==> config.mk <==
export PLATFORM = sky130hd
export DESIGN_NAME = parity_generator_flat
export DESIGN_NICKNAME = d
export VERILOG_FILES = /design/src/rtl/parity_pkg.sv /design/src/rtl/parity_generator_if.sv /design/src/rtl/parity_generator.sv /design/src/flat_wrapper.sv
export SDC_FILE = /design/constraint.sdc
export NUM_CORES = 1
export LEC_CHECK = 0
export CAP_MARGIN = 10
export CORE_MARGIN = 3
export CORE_UTILIZATION = 50
export DETAILED_ROUTE_END_ITERATION = 6
export PLACE_DENSITY = 0.8
export SLEW_MARGIN = 40
export SYNTH_ARGS = -nofsm -noshare
export SYNTH_HDL_FRONTEND = slang
export SYNTH_SLANG_ARGS = --single-unit
==> constraint.sdc <==
create_clock -name clk -period 4.4 [get_ports clk]
set_input_delay 0.88 -clock clk [delete_from_list [all_inputs] [get_ports clk]]
set_output_delay 0.88 -clock clk [all_outputs]
set_load 0.005 [all_outputs]
==> src/rtl/parity_pkg.sv <==
// Shared types and constants for the serial parity generator.
// Holds the frame FSM state encoding and the parity-sense selectors.
package parity_pkg;

    typedef enum logic [1:0] {
        IDLE   = 2'd0,
        SHIFT  = 2'd1,
        PARITY = 2'd2
    } state_t;

    localparam int PAR_EVEN = 0;
    localparam int PAR_ODD  = 1;

    // Bit-counter width; a 1-wide counter still needs one bit.
    function automatic int cnt_width(input int data_w);
        return (data_w <= 2) ? 1 : $clog2(data_w);
    endfunction

endpackage

==> src/rtl/parity_generator_if.sv <==
// Word-in / serial-out bundle of the parity generator.
// master drives the word handshake; slave is the generator.
interface parity_generator_if #(
    parameter int DATA_W = 8
);
    logic [DATA_W-1:0] din;
    logic              din_valid;
    logic              din_ready;
    logic              x_out;
    logic              busy;
    logic              par_bit;
    logic              done;

    modport master (
        output din, din_valid,
        input  din_ready, x_out, busy, par_bit, done
    );

    modport slave (
        input  din, din_valid,
        output din_ready, x_out, busy, par_bit, done
    );
endinterface

==> src/rtl/parity_generator.sv <==
// Serialises a DATA_W word LSB first plus one parity bit; first bit 1 cycle after accept.
// din_ready is state-only; PARITY_GEN_B2B_EN also opens it in PARITY for gapless frames.
module parity_generator
    import parity_pkg::*;
#(
    parameter int DATA_W = 8,
    parameter int ODD    = PAR_EVEN
) (
    input  logic               clk,
    input  logic               rst,
    parity_generator_if.slave  bus
);

    localparam int              CNT_W    = cnt_width(DATA_W);
    localparam logic [CNT_W-1:0] LAST_BIT = CNT_W'(DATA_W - 1);
    localparam logic            PAR_SEED = (ODD == PAR_ODD);

    state_t            state;
    state_t            state_nxt;
    logic [DATA_W-1:0] shreg;
    logic [DATA_W-1:0] shreg_nxt;
    logic [CNT_W-1:0]  cnt;
    logic [CNT_W-1:0]  cnt_nxt;
    logic              acc;
    logic              acc_nxt;
    logic              x_q;
    logic              x_nxt;
    logic              live;
    logic              rdy;
    logic              accept;

    // live holds ready low for the first cycle out of reset.
`ifdef PARITY_GEN_B2B_EN
    assign rdy = live && ((state == IDLE) || (state == PARITY));
`else
    assign rdy = live && (state == IDLE);
`endif

    assign accept = rdy && bus.din_valid;

    always_comb begin
        state_nxt = state;
        shreg_nxt = shreg;
        cnt_nxt   = cnt;
        acc_nxt   = acc;
        x_nxt     = 1'b0;

        unique case (state)
            IDLE: begin
                state_nxt = IDLE;
            end
            SHIFT: begin
                // cnt is the index of the bit currently on x_out.
                if (cnt == LAST_BIT) begin
                    state_nxt = PARITY;
                    x_nxt     = acc ^ PAR_SEED;
                end else begin
                    x_nxt     = shreg[0];
                    shreg_nxt = shreg >> 1;
                    acc_nxt   = acc ^ shreg[0];
                    cnt_nxt   = cnt + 1'b1;
                end
            end
            PARITY: begin
                state_nxt = IDLE;
            end
            default: begin
                state_nxt = IDLE;
            end
        endcase

        // Bit 0 goes straight to x_out, so the accumulator starts from it.
        if (accept) begin
            state_nxt = SHIFT;
            x_nxt     = bus.din[0];
            shreg_nxt = bus.din >> 1;
            acc_nxt   = bus.din[0];
            cnt_nxt   = '0;
        end
    end

    always_ff @(posedge clk) begin
        if (rst) begin
            state <= IDLE;
            shreg <= '0;
            cnt   <= '0;
            acc   <= 1'b0;
            x_q   <= 1'b0;
            live  <= 1'b0;
        end else begin
            state <= state_nxt;
            shreg <= shreg_nxt;
            cnt   <= cnt_nxt;
            acc   <= acc_nxt;
            x_q   <= x_nxt;
            live  <= 1'b1;
        end
    end

    assign bus.din_ready = rdy;
    assign bus.x_out     = x_q;
    assign bus.busy      = (state != IDLE);
    assign bus.par_bit   = (state == PARITY);
    assign bus.done      = (state == PARITY);

    a_cnt_bound: assert property (@(posedge clk) disable iff (rst)
        (state == SHIFT) |-> (cnt <= LAST_BIT));

    a_idle_quiet: assert property (@(posedge clk) disable iff (rst)
        (state == IDLE) |-> (x_q == 1'b0));

endmodule

==> src/flat_wrapper.sv <==
// flat-port wrapper written by rule: the top's interface ports become plain ports
module parity_generator_flat import parity_pkg::*;
#(
    parameter int DATA_W = 8,
    parameter int ODD    = PAR_EVEN
)
  (clk, rst, bus_din, bus_din_valid, bus_din_ready, bus_x_out, bus_busy, bus_par_bit, bus_done);
  parity_generator_if #(.DATA_W(DATA_W)) bus_i ();
  input  logic clk;
  input  logic rst;
  input wire logic [$bits(bus_i.din)-1:0] bus_din;
  input wire logic [$bits(bus_i.din_valid)-1:0] bus_din_valid;
  output wire logic [$bits(bus_i.din_ready)-1:0] bus_din_ready;
  output wire logic [$bits(bus_i.x_out)-1:0] bus_x_out;
  output wire logic [$bits(bus_i.busy)-1:0] bus_busy;
  output wire logic [$bits(bus_i.par_bit)-1:0] bus_par_bit;
  output wire logic [$bits(bus_i.done)-1:0] bus_done;
  assign bus_i.din = bus_din;
  assign bus_i.din_valid = bus_din_valid;
  assign bus_din_ready = bus_i.din_ready;
  assign bus_x_out = bus_i.x_out;
  assign bus_busy = bus_i.busy;
  assign bus_par_bit = bus_i.par_bit;
  assign bus_done = bus_i.done;
  parity_generator #(.DATA_W(DATA_W), .ODD(ODD)) u_core (.clk(clk), .rst(rst), .bus(bus_i));
endmodule
==> summary.md, run 1 <==
| Metric | Value |
|---|---|
| Status | finished, final reports clean |
| Switching part of the total power | 24.57% |
| Clock tree from TritonCTS | built |
| Req. time, crit path | 3.52 ns |
| Pint | 0.2002 mW |
| Global-route usage over all layers | 16.35% |
| Maximum number of pins on one net before global-route repair | 16 |
| Number of enable flip-flop cells after synthesis | 0 |
| Number of DRC violations after detailed-routing iteration 0 | 11 |
| Syn Inst Count | 70 |
| DRC violation count after routing | 0 |
| Vias per Instance | 5.515 |
| Share of total power in sequential cells | 56.2% |
| Global-route wire length before repair | 2221 um |
| Die boundary width | 42.90 um |
| Number of clock buffers inserted by TritonCTS | 3 |
| Total power of the final layout | 0.2654 mW |
| Number of distinct library cells after synthesis | 25 |
| Crit Path Class | reg -> out |
| Crit path DAT | 1.57 ns |
| Share of Yosys cell area claimed by the top area cell type | 44.12% |
| DRT antenna net count | 0 |
| Mean cell area of the mapped netlist | 9.724 um2 |
| Layout cells sized above 1 | 9.412% |
| Post-route fraction of the period consumed by the critical path | 55.61% |
| Number of gates resized after CTS | 0 |
| Clock-pin transition on the worst setup and hold timing paths | 0.09 ns |
| Clk sinks | 15 |
| Top post-synthesis cells by count | 15 x sky130_fd_sc_hd__dfxtp_1, 12 x sky130_fd_sc_hd__nor2_1, 8 x sky130_fd_sc_hd__mux2i_1 |
| Max Clock Freq | 0.4087 GHz |
| Reg-to-reg slack, setup | 2.43 ns |
| Setup crit start kind | register |
| Worst-skew pair later-pin latency | 0.28 ns |
| Average wire per standard cell | 13.53 um |
| ANT cells | 0 |
| Height of the chip | 42.90 um |
| Hold buffers post-CTS | 0 |
| Leading post-synthesis cells by cell area | sky130_fd_sc_hd__dfxtp_1 44%, sky130_fd_sc_hd__mux2i_1 12%, sky130_fd_sc_hd__a211oi_1 6.6% |
| Switch Pwr | 0.06521 mW |
| Summed instance area of the synthesized netlist | 680.7 um2 |
| Placeable core area | 1186 um2 |
| H-Tree Depth | 1 |
| Clock tree skew after final layout | 0.006145 ns |
| FFs w/ async S/R, synth | 0% |
| Filler cells | 96 |
| Worst min-delay path endpoint | u_core.shreg[6] |
| Biggest fanout along the worst timing path | 6 |
| Antenna violations before repair | 0 |
| Number of pins with negative max-slew slack in the final report | 0 |
| Via count of the first global-routing pass | 492 |
| Clk Tree Root Cell | sky130_fd_sc_hd__clkbuf_4 |
| Biggest area consumer among synthesized cells | sky130_fd_sc_hd__dfxtp_1 |
| Port Buffers | 15 |
| Core Rows | 12 |
| Proportion of power drawn by the clock network | 28.9% |
| Minimum hold slack | 0.4808 ns |
| Tightest Hold Check Type | reg -> reg |
| Number of cell instances on the worst register-to-register path | 5 |
| Drt first pass iters | 4 |
| Predominant post-synthesis flop cell | sky130_fd_sc_hd__dfxtp_1 |
| Min-Delay Startpoint | u_core.shreg[6] |
| Worst vdd rail ir drop | 0.2016 mV |
| Finished Layout Cells | 99 |
| Gr ovfl total | 0 |
| Total of flip-flops plus latches after synthesis | 15 |
| Crit. End Element | output port |
| Leakage power figure | 0.3666 nW |
| Number of nets in the layout | 100 |
| Beginning of the worst register-to-register path | u_core.cnt[0] |
| Clock period minus final worst setup slack | 2.447 ns |
| Total Die Area | 1840 um2 |
| Max Cap Viol | 0 |
| Routed WL | 1339 um |
| Maximum root-to-sink buffer count | 2 |
| Worst max-slew margin expressed relative to the limit | 55.55% |
| Instance count along the most critical hold path | 2 |
| Power density relative to cell area | 310.1 nW/um2 |
| Part of the total power dissipated in combinational logic | 14.9% |
| Total Negative Setup Slacks | 0 ns |
| Endpoint of the worst-slack reg-to-reg timing path | u_core.acc |
| Synth Net Count | 84 |
| DP HPWL | 936.5 um |
| Starting density of the core | 57.38% |
| Transition time at the pin with the least slew margin | 0.6653 ns |
| Post-Place Cells | 95 |
| Area growth from synthesis to final layout | 25.74% |
| Vias after detailed routing | 546 |
| Post-CTS setup buffer count | 0 |
| Routability congestion estimate | 0.6538 |
| I/O pin count | 16 |
| Fraction of the yosys area taken by sequential cells | 44.12% |
| Final hold violations | 0 |
| Count leader, synth | sky130_fd_sc_hd__dfxtp_1 |
| Yosys warning count | 0 |
| Unrepaired setup endpoints after global routing | no |
| Setup violators final | 0 |
## layout by cell type (no fill, tap or decap), types with 3 or more instances in the layout
cell	count
sky130_fd_sc_hd__clkdlybuf4s50_1	15
sky130_fd_sc_hd__dfxtp_1	15
sky130_fd_sc_hd__nor2_1	12
sky130_fd_sc_hd__mux2i_1	8
sky130_fd_sc_hd__a211oi_1	6
sky130_fd_sc_hd__inv_1	4
sky130_fd_sc_hd__nor3_1	3
sky130_fd_sc_hd__ha_1	3
sky130_fd_sc_hd__clkbuf_4	3
## cell type report
| class | count | area, um2 | share of cell area, % |
|---|---|---|---|
| timing repair buffer | 15 | 150.1 | 17.54 |
| clock inverter | 1 | 5.005 | 0.5848 |
| tap | 14 | 17.52 | 2.047 |
| sequential | 15 | 300.3 | 35.09 |
| inverter | 4 | 15.01 | 1.754 |
| clock buffer | 3 | 22.52 | 2.632 |
| multi-input combinational | 47 | 345.3 | 40.35 |
## power groups by stage
stage | combinational (mW) | clock [mW] | sequential [mW]
global route | 0.0441 | 0.0871 | 0.150
CTS | 0.0396 | 0.0799 | 0.149
global placement | 0.0381 | 0 | 0.152
floorplan | 0.0242 | 0 | 0.150
detailed placement | 0.0392 | 0 | 0.152
finish | 0.0396 | 0.0767 | 0.149
## worst max-delay path, stage by stage, from the launching register on
cell and delay (ns):
sky130_fd_sc_hd__dfxtp_1 0.37, sky130_fd_sc_hd__or2_2 0.32, sky130_fd_sc_hd__nor2_1 0.09, sky130_fd_sc_hd__clkdlybuf4s50_1 0.50
## cell families after synthesis
group / Yosys count / share of synthesized area [%]
buf+inv: 8 / 6.066
compound gates: 10 / 10.66
xor+xnor: 1 / 1.287
flops: 15 / 44.12
mux: 9 / 13.42
simple gates: 24 / 18.93
fa+ha+maj: 3 / 5.515
## per-layer routing
metal / GRT usage (%) / wire length [um] / share of wire, %
met4: 6.832 / 6 / 0.45
met5: 0 / 0 / 0
met1: 20.31 / 630 / 47
met3: 8.051 / 76 / 5.7
met2: 23.65 / 626 / 47
## per-stage QoR
stage	instance area, um2	utilization, %	setup slack [ns]
6_report	855.8	72.15	1.953
5_1_grt	855.8	72.15	1.837
4_1_cts	849.6	71.62	1.953
3_5_place_dp	822.0	69.30	1.898
3_3_place_gp	822.0	69.30	1.976
2_1_floorplan	680.7	-	2.605
## flip-flops by register name, indices dropped and copies added (netlist names)
signal / flops
u_core.shreg: 7
u_core.cnt: 3
u_core.state: 2
u_core.acc: 1
u_core.bus.x_out: 1
u_core.live: 1
## worst max-delay path by stage
stage | from | to | slack, ns | cells past startpoint
2_1_floorplan | u_core.cnt[0] | u_core.acc | 2.61 | 6
3_3_place_gp | bus_din_valid | u_core.shreg[6] | 1.98 | 4
3_5_place_dp | bus_din_valid | u_core.shreg[6] | 1.90 | 4
4_1_cts | u_core.state[1] | bus_din_ready | 1.95 | 3
5_1_grt | u_core.state[1] | bus_din_ready | 1.84 | 3
6_report | u_core.state[1] | bus_din_ready | 1.95 | 3
Note: power is estimated with default switching activity, not from simulation.
==> inputs of run 2 (changes only) <==
CORE_UTILIZATION = 42   (was 50)
PLACE_DENSITY = 0.72   (was 0.8)
clock period = 2.05 ns   (was 4.4 ns; I/O delays follow)
==> run 2 against run 1 <==
Register-to-register slack lost 2.2 ns. Design area grew 4.5%. Global-route usage down 1.5 points. Non-clock buffer count up 6. Sequential share of layout area down 1.5 points. Clock power grew 120%. Critical path depth unchanged. Combinational power increased by 140%. First-iteration DRC count decreased by 64%. Critical path type unchanged. Largest cell class unchanged. Highest routed layer unchanged.
==> summary.md, run 2 (synthesized netlist as in run 1, its figures left out) <==
| Metric | Value |
|---|---|
| Register containing the most flip-flops in the final layout | u_core.shreg |
| Maximum number of pins on one net before global-route repair | 16 |
| Min-Delay Startpoint | u_core.shreg[6] |
| Crit. End Element | output port |
| Beginning of the worst register-to-register path | u_core.cnt[0] |
| Pint | 0.4408 mW |
| Clock period minus final worst setup slack | 1.955 ns |
| Total Negative Setup Slacks | 0 ns |
| Cell-by-cell listing of the critical path | or2_2, nor2_1, clkdlybuf4s50_1 |
| Placeable core area | 1415 um2 |
| Status | finished, final reports clean |
| Post-CTS setup buffer count | 0 |
| Global-route usage over all layers | 14.81% |
| Worst-skew pair later-pin latency | 0.28 ns |
| Switch Pwr | 0.1392 mW |
| Transition time at the pin with the least slew margin | 0.2623 ns |
| Crit path DAT | 1.54 ns |
| Power density relative to cell area | 648.3 nW/um2 |
| H-Tree Depth | 1 |
| Routed WL | 1261 um |
| Drt first pass iters | 3 |
| DRC violation count after routing | 0 |
| Clock tree from TritonCTS | built |
| Vias per Instance | 5.160 |
| Finished Core Util | 63.22% |
| Height of the chip | 46.26 um |
| Antenna violations before repair | 0 |
| Maximum root-to-sink buffer count | 2 |
| Max Clock Freq | 0.5116 GHz |
| Via count of the first global-routing pass | 549 |
| Worst min-delay path endpoint | u_core.shreg[6] |
| DRT antenna net count | 0 |
| I/O pin count | 16 |
| Total Die Area | 2140 um2 |
| Unrepaired setup endpoints after global routing | no |
| Total power of the final layout | 0.5800 mW |
| Proportion of power drawn by the clock network | 28.8% |
| Req. time, crit path | 1.64 ns |
| Crit Path Class | reg -> out |
| Flip-flop count of the largest register after layout | 7 |
| Delay-heaviest family, CP | buffers and inverters |
| Setup crit start kind | register |
| Tightest Hold Check Type | reg -> reg |
| Worst setup slack after layout | 0.09523 ns |
| Setup violators final | 0 |
| Number of nets in the layout | 106 |
| Clk Tree Root Cell | sky130_fd_sc_hd__clkbuf_4 |
| Number of DRC violations after detailed-routing iteration 0 | 4 |
| ANT cells | 0 |
| Routability congestion estimate | 0.6442 |
| Biggest fanout along the worst timing path | 6 |
| Filler cells | 124 |
| Commonest cells after routing, fill and taps aside | 15 x sky130_fd_sc_hd__clkdlybuf4s50_1, 15 x sky130_fd_sc_hd__dfxtp_1, 12 x sky130_fd_sc_hd__nor2_1 |
| Critical path buffers and inverters | 1 |
| Core Rows | 13 |
| Endpoint of the worst-slack reg-to-reg timing path | u_core.acc |
| Average wire per standard cell | 11.90 um |
| Share of total power in sequential cells | 54.8% |
| Post-route fraction of the period consumed by the critical path | 95.35% |
| Number of gates resized after CTS | 0 |
| Switching part of the total power | 24.00% |
| Vias after detailed routing | 547 |
| Reg-to-reg slack, setup | 0.24 ns |
| Gr ovfl total | 0 |
| Leakage power figure | 0.3921 nW |
| Clock tree skew after final layout | 0.0004488 ns |
| Number of pins with negative max-slew slack in the final report | 0 |
| Port Buffers | 15 |
| Part of the total power dissipated in combinational logic | 16.5% |
| Instance count along the most critical hold path | 2 |
| Worst vdd rail ir drop | 0.4035 mV |
| Layout cells sized above 1 | 13.19% |
| Number of clock buffers inserted by TritonCTS | 3 |
| Global-route wire length before repair | 2256 um |
| Cell at the slowest stage of the critical path | sky130_fd_sc_hd__clkdlybuf4s50_1 |
| Number of cell instances on the worst register-to-register path | 5 |
| Crit-path max cell delay | 0.50 ns |
| Starting density of the core | 48.10% |
| Clk sinks | 15 |
| Clock-pin transition on the worst setup and hold timing paths | 0.08 ns |
| DP HPWL | 901.4 um |
| Max Cap Viol | 0 |
| Pre-CTS worst setup slack | 0.2662 ns |
| Worst max-slew margin expressed relative to the limit | 82.27% |
| Largest registers ranked by flip-flop count | u_core.shreg x7, u_core.cnt x3, u_core.state x2 |
| Hold buffers post-CTS | 0 |
| Die boundary width | 46.26 um |
| Final hold violations | 0 |
| Area growth from synthesis to final layout | 31.43% |
run 2: worst max-delay path by stage:
| stage | startpoint | to | slack [ns] | depth (start not counted) |
|---|---|---|---|---|
| floorplan | u_core.cnt[0] | u_core.acc | 0.26 | 6 |
| global placement | u_core.cnt[0] | u_core.acc | 0.38 | 5 |
| detailed placement | u_core.cnt[0] | u_core.acc | 0.27 | 5 |
| CTS | u_core.state[1] | bus_din_ready | 0.08 | 3 |
| global route | u_core.state[1] | bus_din_ready | 0.02 | 3 |
| finish | u_core.state[1] | bus_din_ready | 0.1 | 3 |
run 2: per-stage QoR:
stage          hold slack [ns]  std cells  instance area [um2]
2_1_floorplan           0.4472         70                680.7
3_3_place_gp            0.4608        102                868.3
3_5_place_dp            0.4666        102                868.3
4_1_cts                 0.4802        106                894.6
5_1_grt                 0.5239        106                894.6
6_report                0.4796        106                894.6
run 2: power groups by stage:
stage | Combinational, mW | Sequential [mW] | Clock (mW)
2_1_floorplan | 0.0520 | 0.323 | 0
3_3_place_gp | 0.0947 | 0.324 | 0
3_5_place_dp | 0.0954 | 0.324 | 0
4_1_cts | 0.0963 | 0.318 | 0.175
5_1_grt | 0.106 | 0.320 | 0.181
6_report | 0.0955 | 0.318 | 0.167
run 2: worst min-delay path: cells and delay by family (launching register included):
| family | cells | cell delay, ns |
|---|---|---|
| DFF | 1 | 0.32 |
| and+or+nand+nor | 1 | 0.06 |
| AOI/OAI and AO/OA | 1 | 0.06 |
run 2: area by class of cell:
type                    count  area (um2)  share of cell area [%]
clock buffers               4       26.28                   2.937
inverters                   4       15.01                   1.678
multi-input cells          47       339.1                   37.90
flip-flops and latches     15       300.3                   33.57
well taps                  15       18.77                   2.098
repair buffers             21       195.2                   21.82
run 2: metal layers:
layer  vias up  GRT usage [%]  wire, um
li1        292              -         -
met1       242          18.82       607
met2         9          22.53       574
met3         4          2.344        52
met4         0          10.23        27
met5         -              0         0
